===== src/rtl/mjpeg_dct_pkg.sv =====
// Shared constants, cosine table and control-state type for the DCT coefficient engine.
package mjpeg_dct_pkg;

  localparam int unsigned BLK_DIM    = 8;
  localparam int unsigned BLK_PIXELS = 64;
  localparam int unsigned RAD_MOD    = 32;
  localparam int unsigned RAD_W      = $clog2(RAD_MOD);
  localparam int unsigned PIPE_DEPTH = 5;
  localparam int unsigned LUT_IDX_W  = 4;
  localparam int unsigned LUT_MAX    = RAD_MOD / 4;

  // round(100 * cos(k * pi / 16)) for k = 0..8
  localparam int COS_LUT [0:8] = '{100, 98, 92, 83, 71, 56, 38, 20, 0};

  typedef enum logic [1:0] {
    StIdle,
    StAccum,
    StDrain,
    StOut
  } dct_state_e;

  function automatic int cos_mag(input logic [RAD_W-1:0] idx);
    if (idx <= RAD_W'(LUT_MAX)) begin
      return COS_LUT[idx[LUT_IDX_W-1:0]];
    end
    return 0;
  endfunction

endpackage


===== src/rtl/mjpeg_dct_coeff_engine_cos.sv =====
// Combinational quadrant fold of a radian index (units of pi/16) into a signed scaled cosine.
module mjpeg_cos_fold_lut
  import mjpeg_dct_pkg::*;
#(
  parameter int unsigned COS_W = 8
) (
  input  logic [RAD_W-1:0]        rad_i,
  output logic signed [COS_W-1:0] cos_o
);

  localparam logic [RAD_W-1:0] Quarter = RAD_W'(RAD_MOD / 4);
  localparam logic [RAD_W-1:0] Half    = RAD_W'(RAD_MOD / 2);
  localparam logic [RAD_W-1:0] ThreeQ  = RAD_W'(3 * RAD_MOD / 4);

  logic [RAD_W-1:0] idx;
  logic             neg;
  int               mag;

  always_comb begin
    idx = rad_i;
    neg = 1'b0;
    if (rad_i <= Quarter) begin
      idx = rad_i;
    end else if (rad_i <= Half) begin
      idx = Half - rad_i;
      neg = 1'b1;
    end else if (rad_i <= ThreeQ) begin
      idx = rad_i - Half;
      neg = 1'b1;
    end else begin
      // Modular negate gives RAD_MOD - rad_i.
      idx = -rad_i;
    end
  end

  always_comb begin
    mag   = cos_mag(idx);
    cos_o = neg ? -COS_W'(mag) : COS_W'(mag);
  end

endmodule


===== src/rtl/mjpeg_dct_coeff_engine.sv =====
// One raw 2-D DCT coefficient per 8x8 block: level-shifted pixels times the separable
// cosine product, accumulated over 64 samples through a 5-stage valid/ready pipeline.
module mjpeg_dct_coeff_engine
  import mjpeg_dct_pkg::*;
#(
  parameter int unsigned PIX_W       = 8,
  parameter int unsigned COS_W       = 8,
  parameter int unsigned ACC_W       = 32,
  parameter bit          LEVEL_SHIFT = 1'b1
) (
  input  logic                    clk,
  input  logic                    rst_n,
  input  logic                    cmd_valid_i,
  output logic                    cmd_ready_o,
  input  logic [2:0]              cmd_u_i,
  input  logic [2:0]              cmd_v_i,
  input  logic                    in_valid_i,
  output logic                    in_ready_o,
  input  logic [PIX_W-1:0]        in_pixel_i,
  output logic                    out_valid_o,
  input  logic                    out_ready_i,
  output logic signed [ACC_W-1:0] out_coeff_o,
  output logic [2:0]              out_u_o,
  output logic [2:0]              out_v_o
);

  localparam int unsigned CntW  = $clog2(BLK_PIXELS);
  localparam int unsigned XW    = $clog2(BLK_DIM);
  localparam int unsigned MulW  = XW + 1 + 3;
  localparam int unsigned NVld  = PIPE_DEPTH - 1;
  localparam int unsigned PixSW = PIX_W + 1;
  localparam int unsigned CcW   = 2 * COS_W;
  localparam int unsigned ProdW = PixSW + CcW;

  localparam int                      BiasInt = LEVEL_SHIFT ? (1 << (PIX_W - 1)) : 0;
  localparam logic signed [PixSW-1:0] Bias    = PixSW'(BiasInt);
  localparam logic [CntW-1:0]         LastCnt = CntW'(BLK_PIXELS - 1);

  dct_state_e              state_q, state_d;
  logic [2:0]              u_q, u_d, v_q, v_d;
  logic [CntW-1:0]         cnt_q, cnt_d;
  logic signed [ACC_W-1:0] acc_q, acc_d;

  // Stages 1..4 carry a valid bit; stage 5 is the accumulator itself.
  logic [NVld-1:0]         vld_q, vld_d;
  logic [RAD_W-1:0]        s1_ru_q, s1_ru_d, s1_rv_q, s1_rv_d;
  logic signed [PixSW-1:0] s1_pix_q, s1_pix_d;
  logic signed [COS_W-1:0] s2_cu_q, s2_cu_d, s2_cv_q, s2_cv_d;
  logic signed [PixSW-1:0] s2_pix_q, s2_pix_d;
  logic signed [CcW-1:0]   s3_cc_q, s3_cc_d;
  logic signed [PixSW-1:0] s3_pix_q, s3_pix_d;
  logic signed [ProdW-1:0] s4_prod_q, s4_prod_d;

  logic                    in_fire;
  logic [XW-1:0]           pos_x, pos_y;
  logic [MulW-1:0]         ru_full, rv_full;
  logic signed [COS_W-1:0] cu_w, cv_w;

  assign cmd_ready_o = (state_q == StIdle);
  assign in_ready_o  = (state_q == StAccum);
  assign out_valid_o = (state_q == StOut);
  assign out_coeff_o = acc_q;
  assign out_u_o     = u_q;
  assign out_v_o     = v_q;

  assign in_fire = in_valid_i && in_ready_o;
  assign pos_x   = cnt_q[XW-1:0];
  assign pos_y   = cnt_q[CntW-1:XW];
  assign ru_full = MulW'({pos_x, 1'b1}) * MulW'(u_q);
  assign rv_full = MulW'({pos_y, 1'b1}) * MulW'(v_q);

  mjpeg_cos_fold_lut #(
    .COS_W (COS_W)
  ) u_cos_u (
    .rad_i (s1_ru_q),
    .cos_o (cu_w)
  );

  mjpeg_cos_fold_lut #(
    .COS_W (COS_W)
  ) u_cos_v (
    .rad_i (s1_rv_q),
    .cos_o (cv_w)
  );

  always_comb begin
    state_d = state_q;
    u_d     = u_q;
    v_d     = v_q;
    cnt_d   = cnt_q;
    acc_d   = acc_q;
    unique case (state_q)
      StIdle: begin
        if (cmd_valid_i) begin
          u_d     = cmd_u_i;
          v_d     = cmd_v_i;
          cnt_d   = '0;
          acc_d   = '0;
          state_d = StAccum;
        end
      end
      StAccum: begin
        if (in_valid_i) begin
          if (cnt_q == LastCnt) begin
            state_d = StDrain;
          end else begin
            cnt_d = cnt_q + 1'b1;
          end
        end
      end
      StDrain: begin
        if (vld_q == '0) begin
          state_d = StOut;
        end
      end
      StOut: begin
        if (out_ready_i) begin
          state_d = StIdle;
        end
      end
      default: state_d = StIdle;
    endcase
    // The pipeline is always empty in StIdle, so this never collides with the clear above.
    if (vld_q[NVld-1]) begin
      acc_d = acc_q + ACC_W'(s4_prod_q);
    end
  end

  always_comb begin
    vld_d     = {vld_q[NVld-2:0], in_fire};
    s1_ru_d   = ru_full[RAD_W-1:0];
    s1_rv_d   = rv_full[RAD_W-1:0];
    s1_pix_d  = $signed({1'b0, in_pixel_i}) - Bias;
    s2_cu_d   = cu_w;
    s2_cv_d   = cv_w;
    s2_pix_d  = s1_pix_q;
    s3_cc_d   = s2_cu_q * s2_cv_q;
    s3_pix_d  = s2_pix_q;
    s4_prod_d = s3_pix_q * s3_cc_q;
  end

  always_ff @(posedge clk) begin
    if (!rst_n) begin
      state_q   <= StIdle;
      u_q       <= '0;
      v_q       <= '0;
      cnt_q     <= '0;
      acc_q     <= '0;
      vld_q     <= '0;
      s1_ru_q   <= '0;
      s1_rv_q   <= '0;
      s1_pix_q  <= '0;
      s2_cu_q   <= '0;
      s2_cv_q   <= '0;
      s2_pix_q  <= '0;
      s3_cc_q   <= '0;
      s3_pix_q  <= '0;
      s4_prod_q <= '0;
    end else begin
      state_q   <= state_d;
      u_q       <= u_d;
      v_q       <= v_d;
      cnt_q     <= cnt_d;
      acc_q     <= acc_d;
      vld_q     <= vld_d;
      s1_ru_q   <= s1_ru_d;
      s1_rv_q   <= s1_rv_d;
      s1_pix_q  <= s1_pix_d;
      s2_cu_q   <= s2_cu_d;
      s2_cv_q   <= s2_cv_d;
      s2_pix_q  <= s2_pix_d;
      s3_cc_q   <= s3_cc_d;
      s3_pix_q  <= s3_pix_d;
      s4_prod_q <= s4_prod_d;
    end
  end

endmodule


===== config.mk =====
export PLATFORM = sky130hd
export DESIGN_NAME = mjpeg_dct_coeff_engine
export DESIGN_NICKNAME = d
export VERILOG_FILES = /design/src/rtl/mjpeg_dct_pkg.sv /design/src/rtl/mjpeg_dct_coeff_engine_cos.sv /design/src/rtl/mjpeg_dct_coeff_engine.sv
export SDC_FILE = /design/constraint.sdc
export NUM_CORES = 1
export LEC_CHECK = 0
export CORE_ASPECT_RATIO = 1.4
export CORE_MARGIN = 3
export CORE_UTILIZATION = 58
export DETAILED_ROUTE_END_ITERATION = 10
export PLACE_DENSITY_LB_ADDON = 0.12
export RECOVER_POWER = 50
export SYNTH_ARGS = -nofsm -noshare
export SYNTH_HDL_FRONTEND = slang
export SYNTH_HIERARCHICAL = 1
export SYNTH_SLANG_ARGS = --single-unit

===== constraint.sdc =====
create_clock -name clk -period 10.4 [get_ports clk]
set_input_delay 2.6 -clock clk [delete_from_list [all_inputs] [get_ports clk]]
set_output_delay 2.6 -clock clk [all_outputs]
set_load 0.05 [all_outputs]

======== After elaboration in Yosys (flattened, before gate mapping) ========
Memories as Yosys holds them, arrays and structs flattened.
Index checks and enable logic that the tools add are counted.
word-level totals
  input port bits ......................... 19
  register bits ........................... 144
  word-level logic and storage cells ...... 101
  output and inout bits ................... 41
  memories ................................ 2
  ROM bits ................................ 1024
memories
  name              words  bits a word  read ports  clocked after memory_dff  wr ports  line                 text
  (name not given)  16     32           1           0                         0         mjpeg_dct_pkg.sv:24  return COS_LUT[idx[LUT_IDX_W-1:0]];
  (name not given)  16     32           1           0                         0         mjpeg_dct_pkg.sv:24
cells by class
  eq/ne operators ......................... 10
  add/subtract/negate cells ............... 11
  muxes and demuxes ....................... 37
  bitwise operators ....................... 2
  multiply operators ...................... 4
  magnitude comparators ................... 10
  reduce and logical (&&, ||, !) cells .... 10
operators by type and width
  kind                                                                   number
  32-bit 2-to-1 mux                                                      3
  8-bit 2-to-1 mux                                                       10
  32-bit by 25-bit adder with 32-bit output                              1
  5-bit 2-to-1 mux                                                       6
  9-bit by 16-bit multiplier with 25-bit output                          1
  5-bit by 4-bit <= comparator with 1-bit output, second input constant  4
  5-bit <= comparator, second input constant                             4
  6-bit 2-to-1 mux                                                       3
  8-bit by 8-bit multiplier with 16-bit output                           1
  8-bit negation                                                         2
  6-bit case mux with 2 select lines                                     1
  5-bit greater-or-equal comparator, second input constant               2
  4-bit by 3-bit multiplier with 5-bit output                            2
  2-bit 2-to-1 mux                                                       5
  5-bit negation                                                         2
  4-bit inverter with 5-bit output                                       2
  5-bit subtractor, first input constant                                 2
  5-bit subtractor, second input constant                                2
  8-bit by 8-bit subtractor with 9-bit output, second input constant     1
  1-bit 2-to-1 mux                                                       8
  2-bit != test, second input constant                                   4
  2-bit case mux with 4 select lines                                     1
  6-bit by 1-bit adder with 6-bit output, second input constant          1
  6-bit equality test, second input constant                             1
  10 further kinds                                                       15

======== Longest topological paths before layout ========
Gate-level depths: netlist (run 1).
  depth after elaboration ................. 12
  mapped depth ............................ 20
  depth with buffers taken out ............ 19

======== Hierarchy ========
The synthesis (run 1) kept the hierarchy.
modules (own cells, without submodules)
  module                        cells each  sequential area each (µm²)  area each (µm²)  times used
  mjpeg_dct_coeff_engine        1443        2822.7                      13369.1          1
  mjpeg_cos_fold_lut (u_cos_u)  73          0.0                         538.0            1
  mjpeg_cos_fold_lut (u_cos_v)  67          0.0                         481.7            1

======== Least setup slack after synthesis (run 1) ========
No wires, ideal clock.
  kind .................................... reg-to-reg
  start ................................... register s3_pix_q[7]
  end ..................................... register s4_prod_q[23]
  buffers on the path ..................... 1
  setup time .............................. 0.128 ns
  stages on the path, launching flop included .. 18
  path slack .............................. 5.480 ns
  arrival ................................. 4.793 ns
  path through ............................ dfxtp_1 clkbuf_1 nand2b_1 fa_1 fa_1 inv_1 fa_1 fa_1 fa_1 ha_1 nand3_1 o2111ai_1 a41oi_1 o211ai_1 o211ai_1 o21ai_1 xnor2_1 nor2_1
on the way
  longest elaborated chain between the ends .. 1
RTL lines
  what                                           line                           text
  start: declaration                             mjpeg_dct_coeff_engine.sv:51   logic signed [PixSW-1:0] s3_pix_q, s3_pix_d;
  start signal: assignment                       mjpeg_dct_coeff_engine.sv:173  s3_pix_q <= s3_pix_d;
  9-bit by 16-bit multiplier with 25-bit output  mjpeg_dct_coeff_engine.sv:139  s4_prod_d = s3_pix_q * s3_cc_q;
  end signal: assignment                         mjpeg_dct_coeff_engine.sv:174  s4_prod_q <= s4_prod_d;
  end: declaration                               mjpeg_dct_coeff_engine.sv:52   logic signed [ProdW-1:0] s4_prod_q, s4_prod_d;
No other way between the ends.
A chain may end at the register's enable or synchronous reset.

==> flow_summary.ini, run 1 <==
[die]
rows = 67
core_um2 = 24100
dieArea_um2 = 26800
ios = 60
die_y_um = 192
start_util = 0.596
die_w_um = 139

[global_routing]
antenna_found_initial = 0
grt_pass1_wl_mm = 53.5
grt_start_max_net_pins = 72
grt_pass1_vias = 11400
overflow = 0
grt_usage = 0.242

[pwr]
p_seq_frac = 0.376
p_sw_frac = 0.337
p_per_area_nw_per_um2 = 107
total_leakage_power_nw = 7.40
pwr-share-comb = 0.247
p_sw_mw = 0.569
ir_worst_vdd_v = 0.000119
pwr-share-clk = 0.376
p_int_mw = 1.12

[setup_path]
path_max_fanout = 56
reg2regPathDepth = 16
cp_slowest_cell = clkbuf_1
critical_path.top_delay_family = buffers and inverters
crit_top_cell = clkbuf_1
max_stage_delay_ps = 1960
critPathBufInv = 4
end_kind = flip-flop
required_ps = 10720
ff2ff_setup_slack_ps = 4630
cp-endpoint = out_coeff_o[31]$_SDFFE_PN0P_
cp_cell_sequence = clkbuf_1 > clkinv_1 > clkbuf_1 > nor3_1 > clkbuf_1 > a2111oi_0 > o22a_1 > nor2_1
crit_start = rst_n
critical_path_class = in2reg
reg2reg_to = s4_prod_q[24]$_SDFF_PN0_
path_depth = 8
r2r-start = s3_pix_q[7]$_SDFF_PN0_
startpoint_type = primary input
cp.arrival_ps = 6090

[clock_tree]
cts_buffers = 17
post-cts-setup-buffers = 0
clk_latency_ps = 430
cts.path.max_buffers = 2
cts_resized = 0
cts_max_level = 4
cts_root_buf = clkbuf_16
cts.hold.buffers_added = 0
cts.sinks = 141
cts_tree = yes
path_clk_slew_ps = 60

[drt]
drtIter0Drc = 346
vias = 10800
drtAntennaViolNets = 0
post_drt_wl_per_cell_um = 15.9
drcViolationCount = 0
viasPerCell = 5.55
first_pass_iters = 5
drt-total-wl_mm = 30.8

[synthesis]
synth_largest_area_cell = fa_1
yosysWarnings = 6
synth_top_area_share = 0.253
syn_area_um2 = 14400
async_flop_share = 0
yosysMostFrequentCell = fa_1
ys_seq_area_frac = 0.196
synth_seq_cells = 141
ys_types = 86
yosys_most_used_dff = dfxtp_1
synth-edff-count = 0
synthTopCellsByArea = fa_1 25%, dfxtp_1 20%, ha_1 11%, and2_1 7.6%, inv_1 4.7%
avgSynthCellArea_um2 = 9.09
synth_common_cells = 182 x fa_1, 181 x inv_1, 174 x and2_1
synthCells = 1583
syn_nets = 1915

[final_layout]
fin_nets = 1951
diodes = 0
drive_above_1_share = 0.0453
fillers = 2047
syn2layout_area_growth_pct = 9.74

[sta]
finalSetupTns_ps = 0
whs_ps = 432
fmax_mhz = 173
hold_viol = 0
rsz0062_at_grt = false
period_share = 0.556
worst_pin_slew_ps = 2770
setup_viol = 0
slew_viol_final = 129
skew_ps = 11.0
relSlewSlack = -0.844
period_minus_slack_ps = 5780

[placed_design]
io_buffers = 59
gp_congestion = 0.904
hpwlAfterDp_mm = 24.9

[min_path]
min_path_type = reg2reg

[outcome]
violations = capacitance limit, slew limit
status = finished with violations

[flow_run]
cap_violations = 2
power groups by stage:
stage / Clock (mW) / Sequential [mW] / Combinational [mW]
after floorplan: 0 / 0.635 / 0.316
after global placement: 0 / 0.647 / 0.410
after detailed placement: 0 / 0.647 / 0.420
after CTS: 0.649 / 0.636 / 0.423
after global routing: 0.671 / 0.643 / 0.469
final: 0.636 / 0.636 / 0.418
cell type report:
| cell class | count | area, µm² | share of cell area |
|---|---|---|---|
| clock buffer | 20 | 467 | 0.0296 |
| timing repair buffer | 63 | 603 | 0.0382 |
| multi-input combinational | 1213 | 10700 | 0.676 |
| clock inverter | 12 | 154 | 0.00975 |
| tap | 310 | 388 | 0.0246 |
| inverter | 183 | 687 | 0.0435 |
| sequential | 141 | 2820 | 0.179 |
worst min path at each step:
stage                     cells past startpoint              startpoint                endpoint  slack [ps]
final                                         1  s2_pix_q[0]$_SDFF_PN0_  s3_pix_q[0]$_SDFF_PN0_         430
after CTS                                     1  s2_pix_q[3]$_SDFF_PN0_  s3_pix_q[3]$_SDFF_PN0_         430
after detailed placement                      1  s2_pix_q[0]$_SDFF_PN0_  s3_pix_q[0]$_SDFF_PN0_         420
after floorplan                               1  s1_pix_q[0]$_SDFF_PN0_  s2_pix_q[0]$_SDFF_PN0_         410
after global routing                          1  s2_pix_q[0]$_SDFF_PN0_  s3_pix_q[0]$_SDFF_PN0_         440
after global placement                        1  s2_pix_q[0]$_SDFF_PN0_  s3_pix_q[0]$_SDFF_PN0_         410
layer usage:
| layer | GRT usage | vias up | share of wire |
|---|---|---|---|
| li1 | - | 5228 | - |
| met1 | 0.270 | 5328 | 0.39 |
| met2 | 0.470 | 174 | 0.55 |
| met3 | 0.0320 | 47 | 0.025 |
| met4 | 0.0866 | 0 | 0.030 |
| met5 | 0 | - | 0 |
sequential cells by signal, summed over array words and instances (netlist names):
register / count
out_u_o: 3
out_v_o: 3
state_q: 2
s2_pix_q: 8
s3_pix_q: 8
vld_q: 4
s1_rv_q: 5
s4_prod_q: 25
s2_cu_q: 8
s1_ru_q: 5
cnt_q: 6
s1_pix_q: 8
s3_cc_q: 16
s2_cv_q: 8
out_coeff_o: 32
logic make-up after synthesis:
logic type               after synthesis  share of synthesized area
AND/OR/NAND/NOR                      571                      0.205
XOR/XNOR                              79                     0.0491
buffers and inverters                229                     0.0623
AO/OA/AOI/OAI                        241                      0.114
multiplexers                           9                    0.00652
flip-flops                           141                      0.196
adder cells (fa/ha/maj)              313                      0.367
through the flow:
step	util	worst slack, ps	total power, mW	cells	cell area (µm²)
floorplan	-	5480	0.952	1583	14400
global placement	0.629	4910	1.06	1910	15200
detailed placement	0.629	4720	1.07	1910	15200
CTS	0.655	4720	1.71	1942	15800
global route	0.654	4080	1.78	1942	15800
finish	0.654	4620	1.69	1942	15800
worst reg2reg max path: stages, from the launching register on:
cell and delay, ps:
dfxtp_1 880, nand2b_1 180, fa_1 540, fa_1 540
inv_1 50, fa_1 520, fa_1 590, fa_1 430
ha_1 360, o21ai_0 100, o21ai_0 270, nand3_1 170
a211oi_1 310, o21ai_0 200, a21oi_1 240, nand4b_1 140
o211ai_1 180
cell usage in the layout, fill, tap and decap left out, types with 4 or more instances in the layout:
cell,count
nand2b_1,13
o21a_1,9
clkdlybuf4s50_1,58
and2_0,29
nor2b_1,20
dfxtp_1,141
nor2_1,88
clkbuf_16,17
or3_1,9
o21ai_1,20
and3_1,11
fa_1,182
mux2i_1,6
nand3b_1,4
o2111ai_1,4
o21ai_0,38
a21o_1,14
xor2_1,23
and2_1,145
a21oi_1,66
o22ai_1,4
o21ai_2,4
nor3_1,19
clkinv_4,5
o21bai_1,9
o211ai_1,9
ha_1,131
a31oi_1,8
nand3_1,20
clkbuf_1,4
inv_1,180
nand2_1,173
nand4_1,6
xnor2_1,54
a211oi_1,12
nor3b_1,5
(Power assumes the default switching activity.)
==> run 2, diff against run 1 <==
--- a/config.mk
+++ b/config.mk
@@ -7,7 +7,7 @@
 export LEC_CHECK = 0
 export CORE_ASPECT_RATIO = 1.4
 export CORE_MARGIN = 3
-export CORE_UTILIZATION = 58
+export CORE_UTILIZATION = 57
 export DETAILED_ROUTE_END_ITERATION = 10
 export PLACE_DENSITY_LB_ADDON = 0.12
 export RECOVER_POWER = 50
==> constraint.sdc (replaced) <==
create_clock -name clk -period 4.6 [get_ports clk]
set_input_delay 1.15 -clock clk [delete_from_list [all_inputs] [get_ports clk]]
set_output_delay 1.15 -clock clk [all_outputs]
set_load 0.05 [all_outputs]
==> run 2 against run 1 <==
Against the previous run: the flow finishes with violations (setup timing); clock skew up 2.3 ps; largest cell class unchanged; wire length up 5.6%; critical endpoint is now s4_prod_q[24]$_SDFF_PN0_; final area up 7.2%; sequential cell count unchanged.
==> flow_summary.ini, run 2 (synthesis results as in run 1) <==
[clock_tree]
clk_latency_ps = 430
cts_tree = yes
cts_max_level = 4
cts_buffers = 17
cts_root_buf = clkbuf_16
cts.sinks = 141
cts.hold.buffers_added = 0
path_clk_slew_ps = 70
cts.path.max_buffers = 2

[final_layout]
drive_above_1_share = 0.149
layout_commonest_cell = inv_1
fin_area_um2 = 16900
syn2layout_area_growth_pct = 17.7
layout_common_cells = 178 x inv_1, 172 x fa_1, 167 x nand2_1
largest_reg_flops = 32
fin_cells = 2027
utilization = 0.684
diodes = 0
regArea_um2 = 2880
multiInputGateArea_um2 = 11100
fin_nets = 2031
fillers = 1956

[pwr]
p_per_area_nw_per_um2 = 223
power_mw = 3.77
total_leakage_power_nw = 7.81
ir_worst_vdd_v = 0.000276

[die]
ios = 60
die_y_um = 194
core_um2 = 24800
die_w_um = 140
rows = 68
start_util = 0.581
dieArea_um2 = 27200

[drt]
vias = 11200
first_pass_iters = 7
drtAntennaViolNets = 0
drtIter0Drc = 493
viasPerCell = 5.50
drt-total-wl_mm = 32.6
post_drt_wl_per_cell_um = 16.1
drcViolationCount = 0

[setup_path]
reg2regPathDepth = 16
cp.arrival_ps = 4990
reg2reg_to = s4_prod_q[24]$_SDFF_PN0_
required_ps = 4950
end_kind = flip-flop
critical_path_class = reg2reg
startpoint_type = flip-flop
ff2ff_setup_slack_ps = -40
path_max_fanout = 4
r2r-start = s3_pix_q[2]$_SDFF_PN0_

[global_routing]
grt_start_max_net_pins = 72
grt_pass1_vias = 11900
grt_pass1_wl_mm = 54.9
grt_usage = 0.244
overflow = 0
antenna_found_initial = 0

[outcome]
status = finished with violations
violations = setup timing

[sta]
setup_viol = 3
period_minus_slack_ps = 4640
rsz0062_at_grt = true
hold_viol = 0
fmax_mhz = 216
whs_ps = 429
worst_slack_ps = -38.0
relSlewSlack = 0.394
finalSetupTns_ps = -71.7
slew_viol_final = 0
worst_pin_slew_ps = 886
period_share = 1.01
skew_ps = 13.3

[min_path]
min_from = s2_pix_q[6]$_SDFF_PN0_
min_path_type = reg2reg
hold_end = s3_pix_q[6]$_SDFF_PN0_
hold-path-cell-count = 1

[placed_design]
io_buffers = 59
gp_congestion = 0.906
dp_slack_ps = -278
placed_area_um2 = 15900
placed_cells = 1986
hpwlAfterDp_mm = 26.1

[flow_run]
cap_violations = 0
run 2: changes by cell type in the layout (fill, tap and decap cells not counted), sizes merged, moves of 2 or more:
| cell | change |
|---|---|
| bufinv | -2 |
| clkbuf | -5 |
| buf | +84 |
| clkinvlp | +5 |
| clkinv | -6 |
| inv | +4 |
run 2: how the worst max path moves through the flow:
stage	start	to	depth (start not counted)
floorplan	s3_pix_q[2]$_SDFF_PN0_	s4_prod_q[23]$_SDFF_PN0_	17
global route	s3_cc_q[2]$_SDFF_PN0_	s4_prod_q[23]$_SDFF_PN0_	16
CTS	s3_pix_q[2]$_SDFF_PN0_	s4_prod_q[23]$_SDFF_PN0_	16
global placement	s3_pix_q[1]$_SDFF_PN0_	s4_prod_q[24]$_SDFF_PN0_	16
detailed placement	s3_pix_q[1]$_SDFF_PN0_	s4_prod_q[24]$_SDFF_PN0_	16
finish	s3_pix_q[2]$_SDFF_PN0_	s4_prod_q[24]$_SDFF_PN0_	16
run 2: cell type report:
class / instances / area share
well taps: 315 / 0.0233
clock inverters: 13 / 0.00628
clock buffers: 19 / 0.0262
flip-flops and latches: 141 / 0.170
repair buffers: 143 / 0.0764
inverters: 183 / 0.0406
multi-input cells: 1213 / 0.657
run 2: per-layer routing:
metal	track usage	up-vias	share of wire
met1	0.271	5498	0.39
met2	0.475	196	0.56
met5	0	-	0
met4	0.0768	0	0.032
li1	-	5391	-
met3	0.0296	69	0.024
run 2: critical path, stage by stage (launching register included):
cell and delay (ps):
dfxtp_4 370, nand2_1 80, fa_1 540, inv_1 50
fa_1 470, fa_1 590, fa_1 440, fa_1 490
ha_4 320, o21ai_2 60, o21ai_2 210, nand3_2 110
a211oi_2 330, o21ai_2 110, a21oi_2 180, nand4b_1 110
o211ai_1 110
run 2: repair_timing:
| item | 4_1_cts | 5_1_grt |
|---|---|---|
| endpoints found under the setup margin | 10 | 12 |
| pin swaps | 37 | 38 |
| buffers inserted | 3 | 6 |
| resized for setup | 42 | 70 |
run 2: report_power, final:
group          switching [mW]  leakage [nW]  internal (mW)
registers               0.118          1.16           1.30
clock network           0.576         0.255          0.715
logic                   0.622          6.40          0.436
total                    1.32          7.81           2.45
==> run 3, diff against run 2 <==
==> constraint.sdc (replaced) <==
create_clock -name clk -period 3.8 [get_ports clk]
set_input_delay 0.95 -clock clk [delete_from_list [all_inputs] [get_ports clk]]
set_output_delay 0.95 -clock clk [all_outputs]
set_load 0.05 [all_outputs]
==> run 3 against run 2 <==
Against the previous run: the run still ends with setup timing left; fmax shrank 1.8%; combinational power is 35% higher; die area did not move; global-route usage up 0.79 points; sequential cell count stayed put; clock power rose by 31%; critical path type unchanged; largest power group unchanged.
==> flow_summary.ini, run 3 (synthesis results as in run 1) <==
[global_routing]
grt_start_max_net_pins = 70
grt_usage = 0.252
overflow = 0
antenna_found_initial = 0
grt_pass1_vias = 12400
grt_pass1_wl_mm = 56.6

[clock_tree]
cts_tree = yes
cts_root_buf = clkbuf_16
cts.hold.buffers_added = 0
cts_max_level = 4
cts_buffers = 17
clk_latency_ps = 440
cts.path.max_buffers = 2
cts.sinks = 141
path_clk_slew_ps = 70

[final_layout]
fin_area_um2 = 17700
syn2layout_area_growth_pct = 23.4
layout_common_cells = 170 x fa_1, 165 x nand2_1, 164 x inv_1
largest_reg_flops = 32
drive_above_1_share = 0.218
diodes = 0
fin_nets = 2085
layout_commonest_cell = fa_1
fin_cells = 2081

[sta]
finalSetupTns_ps = -11620
setup_viol = 22
worst_slack_ps = -922
period_share = 1.24
period_minus_slack_ps = 4720
skew_ps = 12.1
hold_viol = 0
fmax_mhz = 212
relSlewSlack = 0.272
slew_viol_final = 0
worst_pin_slew_ps = 1090
rsz0062_at_grt = true

[die]
rows = 68
core_um2 = 24800
die_y_um = 194
dieArea_um2 = 27200
start_util = 0.581
die_w_um = 140
ios = 60

[setup_path]
critPathBufInv = 4
reg2regPathDepth = 17
cp_slowest_cell = fa_2
path_max_fanout = 7
critical_path_class = reg2reg
end_kind = flip-flop
max_stage_delay_ps = 640
startpoint_type = flip-flop
required_ps = 4160
cp.arrival_ps = 5080
cp_cell_sequence = buf_6 > buf_6 > and2_4 > fa_2 > inv_2 > fa_1 > inv_2 > fa_1 > fa_2 > ha_4 > ha_4 > nand4_1 > a211oi_2 > o21ai_2 > a21oi_2 > nand4b_1 > o211ai_1
path_depth = 17
critical_path.top_delay_family = adder cells

[min_path]
hold-path-cell-count = 1
min_path_type = reg2reg

[drt]
drt-total-wl_mm = 33.9
first_pass_iters = 5
viasPerCell = 5.46
post_drt_wl_per_cell_um = 16.3
drtIter0Drc = 395
vias = 11400
drtAntennaViolNets = 0
drcViolationCount = 0

[placed_design]
gp_congestion = 0.894
hpwlAfterDp_mm = 26.0
placed_area_um2 = 16300
placed_cells = 2021
io_buffers = 59

[outcome]
violations = setup timing
status = finished with violations

[flow_run]
cap_violations = 0

[pwr]
ir_worst_vdd_v = 0.000317
p_per_area_nw_per_um2 = 273
total_leakage_power_nw = 8.13
[run 3: worst reg2reg max path, stage by stage (launching register included)]
cell,delay (ps)
dfxtp_4,370
buf_6,120
buf_6,120
and2_4,140
fa_2,640
inv_2,80
fa_1,500
inv_2,50
fa_1,500
fa_2,590
ha_4,210
ha_4,270
nand4_1,170
a211oi_2,340
o21ai_2,130
a21oi_2,190
nand4b_1,120
o211ai_1,110
[run 3: worst paths after layout]
path	start	end	slack, ps
worst max-delay path	s3_pix_q[2]$_SDFF_PN0_	s4_prod_q[24]$_SDFF_PN0_	-920
worst min-delay path	s1_pix_q[6]$_SDFF_PN0_	s2_pix_q[6]$_SDFF_PN0_	430
worst max register to register	s3_pix_q[2]$_SDFF_PN0_	s4_prod_q[24]$_SDFF_PN0_	-920
worst min register to register	s1_pix_q[6]$_SDFF_PN0_	s2_pix_q[6]$_SDFF_PN0_	430
[run 3: final cells by class]
cell class | instances | area [µm²]
clock buffer | 18 | 429
multi-input combinational | 1213 | 11500
inverter | 183 | 687
sequential | 141 | 2910
clock inverter | 14 | 146
tap | 315 | 394
fill | 1817 | 7010
timing repair buffer | 197 | 1720
[run 3: where the power goes]
part / total [mW] / internal (mW) / switching [mW] / leakage (nW)
clock: 1.69 / 0.927 / 0.763 / 0.276
combinational: 1.43 / 0.632 / 0.801 / 6.69
sequential: 1.71 / 1.58 / 0.135 / 1.17
[run 3: routing by layer]
metal / up-vias / global-route usage / share of wire
met5: - / 0 / 0
li1: 5493 / - / -
met2: 188 / 0.480 / 0.55
met4: 0 / 0.121 / 0.041
met1: 5602 / 0.273 / 0.38
met3: 87 / 0.0269 / 0.023
[run 3: per-stage QoR]
step	power, mW	util	setup WS (ps)	hold slack, ps
3_3_place_gp	3.02	0.659	-902	416
6_report	4.84	0.717	-922	433
2_1_floorplan	2.65	-	-779	411
3_5_place_dp	3.06	0.659	-1070	418
5_1_grt	5.09	0.717	-1130	455
4_1_cts	4.81	0.704	-969	433
[run 3: timing repair]
item,CTS,global route
pin swaps,86,86
buffers inserted,16,15
setup endpoints to repair,23,25
gates resized for setup,102,59
cloned,0,0
